==> src/rtl/bnn_weight_sequencer.sv <==
// Weight-load sequencer for the BNN core: takes a handshaked byte stream, replays each
// byte as two nibble load beats (low first), then checks a trailing XOR checksum byte.
module bnn_weight_sequencer #(
  parameter int unsigned NUM_NEURONS = 12,
  parameter int unsigned IDX_W       = 5
) (
  input  logic             clk,
  input  logic             reset,
  input  logic             start,
  input  logic             in_valid,
  input  logic [7:0]       in_data,
  output logic             in_ready,
  output logic             load_en,
  output logic [3:0]       load_nibble,
  output logic [IDX_W-1:0] neuron_idx,
  output logic             busy,
  output logic             done,
  output logic             chk_err
);

  typedef enum logic [2:0] {StIdle, StWait, StLo, StHi, StChk, StDone} state_e;

  localparam logic [IDX_W-1:0] LastIdx = IDX_W'(NUM_NEURONS - 1);

  state_e           state_q, state_d;
  logic [7:0]       byte_q, byte_d;
  logic [7:0]       xor_q, xor_d;
  logic [IDX_W-1:0] idx_q, idx_d;
  logic             err_q, err_d;
  logic             last_byte;
  logic             accept;

  always_ff @(posedge clk or posedge reset) begin
    if (reset) begin
      state_q <= StIdle;
      byte_q  <= 8'h00;
      xor_q   <= 8'h00;
      idx_q   <= '0;
      err_q   <= 1'b0;
    end else begin
      state_q <= state_d;
      byte_q  <= byte_d;
      xor_q   <= xor_d;
      idx_q   <= idx_d;
      err_q   <= err_d;
    end
  end

  assign last_byte = (idx_q == LastIdx);

  // Moore outputs, all decoded from registered state
  always_comb begin
    in_ready    = 1'b0;
    load_en     = 1'b0;
    load_nibble = 4'h0;
    unique case (state_q)
      StWait: in_ready = 1'b1;
      StLo: begin
        load_en     = 1'b1;
        load_nibble = byte_q[3:0];
      end
      StHi: begin
        load_en     = 1'b1;
        load_nibble = byte_q[7:4];
        in_ready    = ~last_byte;
      end
      StChk:   in_ready = 1'b1;
      default: ;
    endcase
  end

  assign accept     = in_valid & in_ready;
  assign neuron_idx = idx_q;
  assign busy       = (state_q != StIdle) && (state_q != StDone);
  assign done       = (state_q == StDone);
  assign chk_err    = err_q;

  always_comb begin
    state_d = state_q;
    byte_d  = byte_q;
    xor_d   = xor_q;
    idx_d   = idx_q;
    err_d   = err_q;
    unique case (state_q)
      StIdle, StDone: begin
        if (start) begin
          state_d = StWait;
          idx_d   = '0;
          xor_d   = 8'h00;
          err_d   = 1'b0;
        end
      end
      StWait: begin
        if (accept) begin
          byte_d  = in_data;
          xor_d   = xor_q ^ in_data;
          state_d = StLo;
        end
      end
      StLo: state_d = StHi;
      StHi: begin
        idx_d = idx_q + IDX_W'(1);
        if (last_byte) begin
          state_d = StChk;
        end else if (accept) begin
          // Back-to-back: next byte's low nibble follows immediately
          byte_d  = in_data;
          xor_d   = xor_q ^ in_data;
          state_d = StLo;
        end else begin
          state_d = StWait;
        end
      end
      StChk: begin
        if (accept) begin
          err_d   = (in_data != xor_q);
          state_d = StDone;
        end
      end
      default: state_d = StIdle;
    endcase
  end

endmodule

==> config.mk <==
export PLATFORM = sky130hd
export DESIGN_NAME = bnn_weight_sequencer
export DESIGN_NICKNAME = d
export VERILOG_FILES = /design/src/rtl/bnn_weight_sequencer.sv
export SDC_FILE = /design/constraint.sdc
export NUM_CORES = 1
export LEC_CHECK = 0
export BUFFER_PORTS_ARGS = -buffer_cell sky130_fd_sc_hd__buf_4
export CAP_MARGIN = 20
export CORE_AREA = 4 4 88 49
export DETAILED_ROUTE_END_ITERATION = 8
export DIE_AREA = 0 0 92 53
export PLACE_DENSITY = 0.72
export SLEW_MARGIN = 0
export SYNTH_ARGS = -nofsm -noshare
export SYNTH_HDL_FRONTEND = slang
export SYNTH_SLANG_ARGS = --single-unit
==> constraint.sdc <==
create_clock -name clk -period 1.6 [get_ports clk]
set_input_delay 0.32 -clock clk [delete_from_list [all_inputs] [get_ports clk]]
set_output_delay 0.32 -clock clk [all_outputs]
set_load 0.05 [all_outputs]
* Word level (Yosys, flattened, before mapping)
Index checks and enable logic that the tools add are counted.
** Storage, ports and cells
- Flip-flop bits (word level) :: 25
- Bits of input ports :: 12
- Output and inout bits :: 14
- Logic and storage cells :: 57
** Operators by class
- $add $sub $neg :: 1
- Equality and inequality tests :: 12
- Multiplexer cells :: 21
- Bitwise gates (word level) :: 3
- Reduce and logical (&&, ||, !) cells :: 15
** Operators with widths (count)
- 8-bit two-way mux :: 5
- 8-bit one-hot mux with 3 select lines :: 1
- 8-bit one-hot mux with 2 select lines :: 1
- 3-bit one-hot mux with 5 select lines :: 1
- 3-bit two-way mux :: 4
- 5-bit one-hot mux with 2 select lines :: 1
- 3-bit AND reduction :: 3
- 2-bit != test, second input constant :: 4
- 8-bit != test :: 1
- 4-bit one-hot mux with 2 select lines :: 1
- 8-bit bitwise XOR :: 1
- 3-bit by 2-bit == test with 1-bit output, second input constant :: 2
- 3-bit == test, second input constant :: 2
- 2-bit nonzero test :: 3
- 3-bit nonzero test :: 2
- 2-bit OR reduction :: 3
- 5-bit by 1-bit adder with 5-bit output, second input constant :: 1
- 5-bit by 4-bit == test with 1-bit output, second input constant :: 1
- 5-bit two-way mux :: 1
- 1-bit one-hot mux with 2 select lines :: 2
- 2-bit AND reduction :: 2
- 3-bit by 1-bit == test with 1-bit output, second input constant :: 1
- 3-bit logical NOT :: 1
- 1-bit two-way mux :: 3
- other kinds (5) :: 5

* Logic depth before layout (Yosys ltp)
Gate-level depths: netlist of run 1.
- Depth after elaboration :: 7
- Depth in mapped cells :: 6
- Mapped depth without buffers :: 5

* Worst setup path before layout of run 1
OpenSTA, ideal clock, no wires.
- Kind :: register to output
- Start :: reg idx_q[0], in the netlist neuron_idx[0]
- End :: out in_ready
- Arrival :: 2303 ps
- Required time :: 1280 ps
- Slack :: -1023 ps
- Cell stages (with the launch flop) :: 5
- Path buffers :: 0
- Cell sequence :: dfrtp_1 -> ha_1 -> nand2_1 -> nor4_1 -> o21ai_0
** On the way
- Longest elaborated chain between the ends :: 3
** RTL lines
- from (decl) :: RTL line 28 : logic [IDX_W-1:0] idx_q, idx_d;
- from (signal assigned) :: RTL line 44 : idx_q <= idx_d;
- 5-bit by 4-bit == test with 1-bit output :: RTL line 49 : assign last_byte = (idx_q == LastIdx);
- 1-bit NOT :: RTL line 65 : in_ready = ~last_byte;
- 1-bit one-hot mux with 2 select lines :: RTL line 56 : unique case (state_q)
- to (decl) :: RTL line 12 : output logic in_ready,
Every way passes these cells.

* Final worst setup path of run 1
Ends and elaborated chain as after synthesis.

==> results.ini, run 1 <==
[setup_path]
worst_setup_path_start_kind = flop
required_ps = 1280
worst_r2r_path_depth = 6
crit_path_cell_trace = ha_4 > nand2_4 > buf_6 > nor4_4 > o21ai_2 > buf_6
path_class = reg -> out
critical_path.reg2reg.endpoint = byte_q[0]
path_max_fanout = 2
worstPathArrival_ps = 1430
worst_path_largest_cell_delay_ps = 390
r2r_slack_ps = -140
rr_startpoint = neuron_idx[0]
critical-path-slowest-cell = sky130_fd_sc_hd__dfrtp_2
setup.worst_path.end_class = output pin
cpMostUsedCell = sky130_fd_sc_hd__buf_6
crit_buf_inv = 2
critical-path-top-delay-family = flip-flops

[drt]
drcViolationCount = 0
routedWlPerCell_um = 15.3
drt_first_pass_iters = 4
route.antenna.remaining_nets = 0
totalWireLength_um = 3650
dr.first_iter.drc_count = 65
routed_via_count_divided_by_cell_count = 5.03
routed-via-count = 1197

[synthesis]
number_of_nets_in_the_synthesized_netlist = 151
synth_cell_types = 39
synth_area_leader_cell = sky130_fd_sc_hd__dfrtp_1
syn_area_sq_um = 1350
syn-instance-count = 138
synth_top_cells_by_area = sky130_fd_sc_hd__dfrtp_1, sky130_fd_sc_hd__mux2_2, sky130_fd_sc_hd__xnor2_1
synth_sequential_area_ratio_pct = 46.5
synth-warning-count = 0
postSynthRegisterBits = 25
mean_syn_cell_area_sq_um = 9.76
synth_top_cell_area_share_pct = 46.5

[timing]
timing.final.max_slew_violations = 0
rsz0062_at_grt = yes
timing_hold_violations_final = 0
final.setup.tns_ps = -1480
period_share_pct = 109
setup_viol_count_final = 20
timing.final.crit_period_ps = 1750
fmax_mhz = 572
max_slew.worst_pin.slew_ps = 445
whs_ps = 94.3
timing.slew.headroom_pct = 70.2
finalWorstSetupSlack_ps = -149
fin_skew_ps = 11.2

[global_routing]
grt_use_met2_pct = 23.4
grt_max_degree = 26
grt_first_pass_wirelength_um = 5660
global_route.usage.met1_pct = 22.2
groute.layer.met3.usage_pct = 3.84
first_global_vias = 1097
grt.busiest_layer = met2
grt_usage_pct = 15.5
grt_remaining_overflow = 0
number_of_antenna_violations_at_the_first_check_in_global_routing = 0

[cts]
cts_sinks = 25
tritoncts = done
cts_hold_repair.buffers = 0
clock-root-buffer = sky130_fd_sc_hd__clkbuf_8
clkLatencyLatePin_ps = 270
htree_depth = 1
tritoncts.num_buffers = 3
clk_pin_slew_ps = 90
clock_path_buffers = 2

[finish]
utilization_pct = 57.0
syn_to_final_growth_pct = 54.3
finalInstanceArea_sq_um = 2080
insertedDiodeCount = 0
final_nets = 198
fraction_of_layout_cells_with_a_size_suffix_above_1_pct = 48.9
instances_no_fill = 238

[run]
cap_viol_max_count = 0

[die]
core_sq_um = 3640
i_o_pin_count = 26
row_count = 16
initial_cell_density_of_the_core_pct = 37.0
floorplan.die_area_sq_um = 4880
die-width_um = 92
die-height_um = 53

[power_and_ir_drop]
power.leakage_nw = 0.927
seq_power_share_pct = 28.2
design_power_total_mw = 4.30
switching_share_pct = 45.4
total_power_per_unit_cell_area_nw_per_um2 = 2070
ir_drop_v = 0.000804
p_int_mw = 2.35
power.switching_mw = 1.95
power.share.clock_pct = 8.7
share_comb_of_total_power_pct = 63.1

[run_status]
failed_checks = negative setup slack
outcome = finished with violations

[place]
dp_cells = 223
hpwl_um = 2460
placement.cell_area_sq_um = 1760
routabilityCongestion = 0.862
buffer_ports.inserted = 25
dp_worst_setup_slack_ps = -12.2

[hold_path]
hold_path_class = in -> async

==> flip-flops by register name, summed over array words and instances (netlist names) <==
register and count:
chk_err 1, byte_q 8, xor_q 8, neuron_idx 5, state_q 3
==> synthesized netlist by cell type <==
| library cell | n |
|---|---|
| sky130_fd_sc_hd__a31oi_1 | 1 |
| sky130_fd_sc_hd__o311ai_0 | 1 |
| sky130_fd_sc_hd__o41ai_1 | 1 |
| sky130_fd_sc_hd__buf_6 | 1 |
| sky130_fd_sc_hd__clkbuf_1 | 4 |
| sky130_fd_sc_hd__nor2_2 | 1 |
| sky130_fd_sc_hd__and3b_1 | 1 |
| sky130_fd_sc_hd__a22oi_1 | 1 |
| sky130_fd_sc_hd__mux2_2 | 7 |
| sky130_fd_sc_hd__o22ai_1 | 2 |
| sky130_fd_sc_hd__nor3_1 | 1 |
| sky130_fd_sc_hd__nand2_1 | 16 |
| sky130_fd_sc_hd__or2b_1 | 1 |
| sky130_fd_sc_hd__inv_1 | 4 |
| sky130_fd_sc_hd__a211oi_1 | 1 |
| sky130_fd_sc_hd__o2111ai_1 | 1 |
| sky130_fd_sc_hd__nor2b_1 | 1 |
| sky130_fd_sc_hd__or3_1 | 1 |
| sky130_fd_sc_hd__dfrtp_1 | 25 |
| sky130_fd_sc_hd__nand2b_1 | 1 |
| sky130_fd_sc_hd__a21oi_1 | 6 |
| sky130_fd_sc_hd__inv_2 | 1 |
| sky130_fd_sc_hd__and2_1 | 1 |
| sky130_fd_sc_hd__a221o_1 | 1 |
| sky130_fd_sc_hd__nor2_1 | 9 |
| sky130_fd_sc_hd__mux2i_1 | 5 |
| sky130_fd_sc_hd__ha_1 | 1 |
| sky130_fd_sc_hd__and3_1 | 1 |
| sky130_fd_sc_hd__o21ai_0 | 11 |
| sky130_fd_sc_hd__nor4_1 | 1 |
| sky130_fd_sc_hd__a21o_1 | 1 |
| sky130_fd_sc_hd__xnor2_1 | 9 |
| sky130_fd_sc_hd__o41ai_4 | 1 |
| sky130_fd_sc_hd__a221oi_1 | 2 |
| sky130_fd_sc_hd__buf_2 | 3 |
| sky130_fd_sc_hd__and2b_1 | 1 |
| sky130_fd_sc_hd__a2bb2oi_1 | 1 |
| sky130_fd_sc_hd__nand4_1 | 2 |
| sky130_fd_sc_hd__nand3_1 | 9 |
==> final cells by class <==
type | count | area, sq um
sequential | 25 | 633
tap | 54 | 67.6
timing repair buffer | 50 | 472
clock inverter | 1 | 5.00
multi-input combinational | 100 | 837
fill | 321 | 1570
clock buffer | 3 | 41.3
inverter | 5 | 21.3
==> power groups by stage <==
stage	sequential [mW]	combinational, mW	clock, mW
5_1_grt	1.24	2.88	0.412
3_3_place_gp	1.14	2.15	0
6_report	1.21	2.72	0.374
3_5_place_dp	1.15	2.21	0
4_1_cts	1.17	2.60	0.378
2_1_floorplan	1.29	1.42	0
==> logic make-up (layout without fill, tap and decap cells) <==
| logic type | after synthesis | after routing | share of synthesized area (%) |
|---|---|---|---|
| mux | 12 | 12 | 9.57 |
| buf+inv | 13 | 59 | 4.46 |
| flops | 25 | 25 | 46.5 |
| fa+ha+maj | 1 | 1 | 0.929 |
| xor+xnor | 9 | 9 | 5.86 |
| simple gates | 47 | 47 | 16.6 |
| compound gates | 31 | 31 | 16.1 |
==> worst max-delay path by stage <==
stage / to / startpoint / cells after the start
finish: in_ready / neuron_idx[0] / 6
detailed placement: in_ready / neuron_idx[1] / 6
floorplan: byte_q[0] / neuron_idx[0] / 5
global placement: byte_q[6] / neuron_idx[1] / 5
global route: in_ready / neuron_idx[0] / 6
CTS: in_ready / neuron_idx[0] / 6
==> repair_timing <==
item                       CTS  global route
buffers inserted             8             1
resized for setup           26            19
pin swaps                    7             1
setup endpoints to repair   10            26
cloned                       2             1
==> placed cells by master (no fill, tap or decap), drive strengths merged <==
| cell type | netlist | layout |
|---|---|---|
| nand2 | 16 | 16 |
| a31oi | 1 | 1 |
| nor4 | 1 | 1 |
| a21o | 1 | 1 |
| buf | 4 | 48 |
| xnor2 | 9 | 9 |
| ha | 1 | 1 |
| a211oi | 1 | 1 |
| or3 | 1 | 1 |
| inv | 5 | 5 |
| nand4 | 2 | 2 |
| and2b | 1 | 1 |
| a221o | 1 | 1 |
| clkbuf | 4 | 5 |
| o311ai | 1 | 1 |
| and2 | 1 | 1 |
| nand2b | 1 | 1 |
| a2bb2oi | 1 | 1 |
| a22oi | 1 | 1 |
| o22ai | 2 | 2 |
| or2b | 1 | 1 |
| a21oi | 6 | 6 |
| mux2i | 5 | 5 |
| and3b | 1 | 1 |
| o41ai | 2 | 2 |
| nor3 | 1 | 1 |
| clkinv | 0 | 1 |
| and3 | 1 | 1 |
| a221oi | 2 | 2 |
| o21ai | 11 | 11 |
| dfrtp | 25 | 25 |
| nor2b | 1 | 1 |
| nand3 | 9 | 9 |
| mux2 | 7 | 7 |
| nor2 | 10 | 10 |
| o2111ai | 1 | 1 |
==> metal layers <==
layer	up-vias	part of all wire [%]
met3	2	3.4
met4	0	0.74
li1	580	-
met5	-	0
met1	590	51
met2	25	45
==> tightest hold or removal path, cell delays in order <==
cell and delay [ps]:
sky130_fd_sc_hd__buf_4 100, sky130_fd_sc_hd__inv_1 40, sky130_fd_sc_hd__buf_4 310
Note: power is estimated with default switching activity, not from simulation.
==> inputs of run 2 (changes only) <==
Settings changed: TNS_END_PERCENT set to 20.
==> run 2 against run 1 <==
The run still ends with negative setup slack left. Core utilization down 2.8 points. Total power fell by 6.0%. Wire length down 1.8%. Worst hold slack got worse by 12 ps. Critical path depth fell by 3. Largest power group unchanged.
==> results.ini, run 2 (synthesis results as in run 1) <==
[setup_path]
worst_r2r_path_depth = 4  ; was 6
critical-path-slowest-cell = sky130_fd_sc_hd__dfrtp_2  ; unchanged
crit_path_cell_trace = or2b_4 > nor2_4 > buf_8  ; was ha_4 > nand2_4 > buf_6 > nor4_4 > o21ai_2 > buf_6
required_ps = 1280  ; about the same
worst_path_largest_cell_delay_ps = 470  ; was 390 ps
worstPathArrival_ps = 1360  ; was 1430 ps
path_class = reg -> out  ; unchanged
worst_setup_path_start_kind = flop  ; unchanged
setup.worst_path.end_class = output pin  ; unchanged
path_max_fanout = 7  ; was 2

[finish]
num-fill-cells = 330  ; was 321
layout.cells.most_common = sky130_fd_sc_hd__buf_4  ; unchanged
final_nets = 197  ; was 198
layout.cells.most_common_list = sky130_fd_sc_hd__buf_4, sky130_fd_sc_hd__dfrtp_1, sky130_fd_sc_hd__nand2_1, sky130_fd_sc_hd__xnor2_1  ; unchanged
utilization_pct = 54.2  ; was 57.0%
fraction_of_layout_cells_with_a_size_suffix_above_1_pct = 44.8  ; was 48.9%
insertedDiodeCount = 0  ; unchanged
syn_to_final_growth_pct = 46.7  ; was 54.3%
finalInstanceArea_sq_um = 1980  ; was 2080 sq um

[drt]
dr.first_iter.drc_count = 51  ; was 65
routedWlPerCell_um = 15.1  ; was 15.3 um
routed_via_count_divided_by_cell_count = 5.20  ; was 5.03
routed-via-count = 1232  ; was 1197
totalWireLength_um = 3590  ; was 3650 um
drt_first_pass_iters = 4  ; unchanged
drcViolationCount = 0  ; unchanged
route.antenna.remaining_nets = 0  ; unchanged

[hold_path]
hold_path_class = in -> async  ; unchanged

[place]
buffer_ports.inserted = 25  ; unchanged
routabilityCongestion = 0.908  ; was 0.862
placement.cell_area_sq_um = 1750  ; was 1760 sq um
hpwl_um = 2630  ; was 2460 um

[die]
die-height_um = 53  ; unchanged
initial_cell_density_of_the_core_pct = 37.0  ; unchanged
core_sq_um = 3640  ; unchanged
floorplan.die_area_sq_um = 4880  ; unchanged
i_o_pin_count = 26  ; unchanged
die-width_um = 92  ; unchanged
row_count = 16  ; unchanged

[power_and_ir_drop]
seq_power_share_pct = 29.0  ; was 28.2%
share_comb_of_total_power_pct = 61.6  ; was 63.1%
total_power_per_unit_cell_area_nw_per_um2 = 2050  ; was 2070 nW/um^2
p_int_mw = 2.19  ; was 2.35 mW
switching_share_pct = 45.7  ; was 45.4%
power.leakage_nw = 0.897  ; was 0.927 nW
design_power_total_mw = 4.04  ; was 4.30 mW
power.switching_mw = 1.85  ; was 1.95 mW
ir_drop_v = 0.000784  ; was 0.000804 V
power.share.clock_pct = 9.5  ; was 8.7%

[timing]
period_share_pct = 105  ; was 109%
timing.final.max_slew_violations = 0  ; unchanged
final.setup.tns_ps = -467  ; was -1480 ps
whs_ps = 82.2  ; was 94.3 ps
finalWorstSetupSlack_ps = -75.4  ; was -149 ps
timing_hold_violations_final = 0  ; unchanged
fin_skew_ps = 11.7  ; was 11.2 ps
timing.final.crit_period_ps = 1680  ; was 1750 ps
setup_viol_count_final = 14  ; was 20
fmax_mhz = 597  ; was 572 MHz
rsz0062_at_grt = yes  ; unchanged
timing.slew.headroom_pct = 71.7  ; was 70.2%
max_slew.worst_pin.slew_ps = 419  ; was 445 ps

[global_routing]
number_of_antenna_violations_at_the_first_check_in_global_routing = 0  ; unchanged
grt_usage_pct = 16.1  ; was 15.5%
grt_max_degree = 26  ; unchanged
first_global_vias = 1198  ; was 1097
grt_first_pass_wirelength_um = 6060  ; was 5660 um
grt_remaining_overflow = 0  ; unchanged

[cts]
tritoncts.num_buffers = 3  ; unchanged
cts_sinks = 25  ; unchanged
tritoncts = done  ; unchanged
clock_path_buffers = 2  ; unchanged
cts_hold_repair.buffers = 0  ; unchanged
clkLatencyLatePin_ps = 270  ; about the same
clock-root-buffer = sky130_fd_sc_hd__clkbuf_8  ; unchanged
htree_depth = 1  ; unchanged
clk_pin_slew_ps = 90  ; about the same

[run_status]
failed_checks = negative setup slack  ; unchanged
outcome = finished with violations  ; unchanged

[run]
cap_viol_max_count = 0  ; unchanged

-- run 2: cell count changes in the layout (fill, tap and decap cells not counted), sizes merged --
cell and delta:
clkbuf -1, buf +1, clkinv -1
-- run 2: critical path, delay by kind of cell, from the launching register on --
| family | cells | cell delay, ps |
|---|---|---|
| flip-flops | 1 | 470 |
| AND/OR/NAND/NOR | 2 | 460 |
| buffers and inverters | 1 | 150 |
-- run 2: power groups by stage --
stage               clock, mW  sequential [mW]  combinational [mW]
finish                  0.383             1.17                2.49
global route            0.414             1.21                2.67
CTS                     0.387             1.15                2.33
detailed placement          0             1.14                2.18
global placement            0             1.13                2.11
floorplan                   0             1.29                1.34
-- run 2: area by class of cell --
class | instances | area [sq um] | area share [%]
timing repair buffer | 49 | 434 | 22.0
sequential | 25 | 633 | 32.0
inverter | 5 | 18.8 | 0.950
clock buffer | 4 | 45.0 | 2.28
tap | 54 | 67.6 | 3.42
multi-input combinational | 100 | 777 | 39.3
-- run 2: worst paths after layout --
kind | start | to | slack [ps]
setup / recovery | state_q[2] | load_nibble[0] | -80
hold / removal | reset | chk_err | 80
setup reg to reg | neuron_idx[4] | byte_q[5] | -20
hold reg to reg | xor_q[7] | xor_q[7] | 520
max in group asynchronous | reset | neuron_idx[1] | 1240
min in group clk | in_data[2] | byte_q[2] | 290
-- run 2: layer usage --
metal  up-vias  GRT usage [%]  wire length [um]
met4         0           5.42                29
met5         -              0                 0
met2        48           25.1              1600
li1        579              -                 -
met1       601           22.1              1740
met3         4           3.55               223
-- run 2: per-stage QoR --
| stage | std cells | setup slack [ps] |
|---|---|---|
| after floorplan | 138 | -240 |
| after CTS | 232 | -125 |
| after detailed placement | 225 | -1.92 |
| after global routing | 237 | -136 |
| after global placement | 225 | 32.2 |
| final | 237 | -75.4 |
-- run 2: timing repair --
item	4_1_cts	5_1_grt
pin swaps	5	2
setup buffers	3	5
setup endpoints to repair	10	18
gates resized for setup	14	15
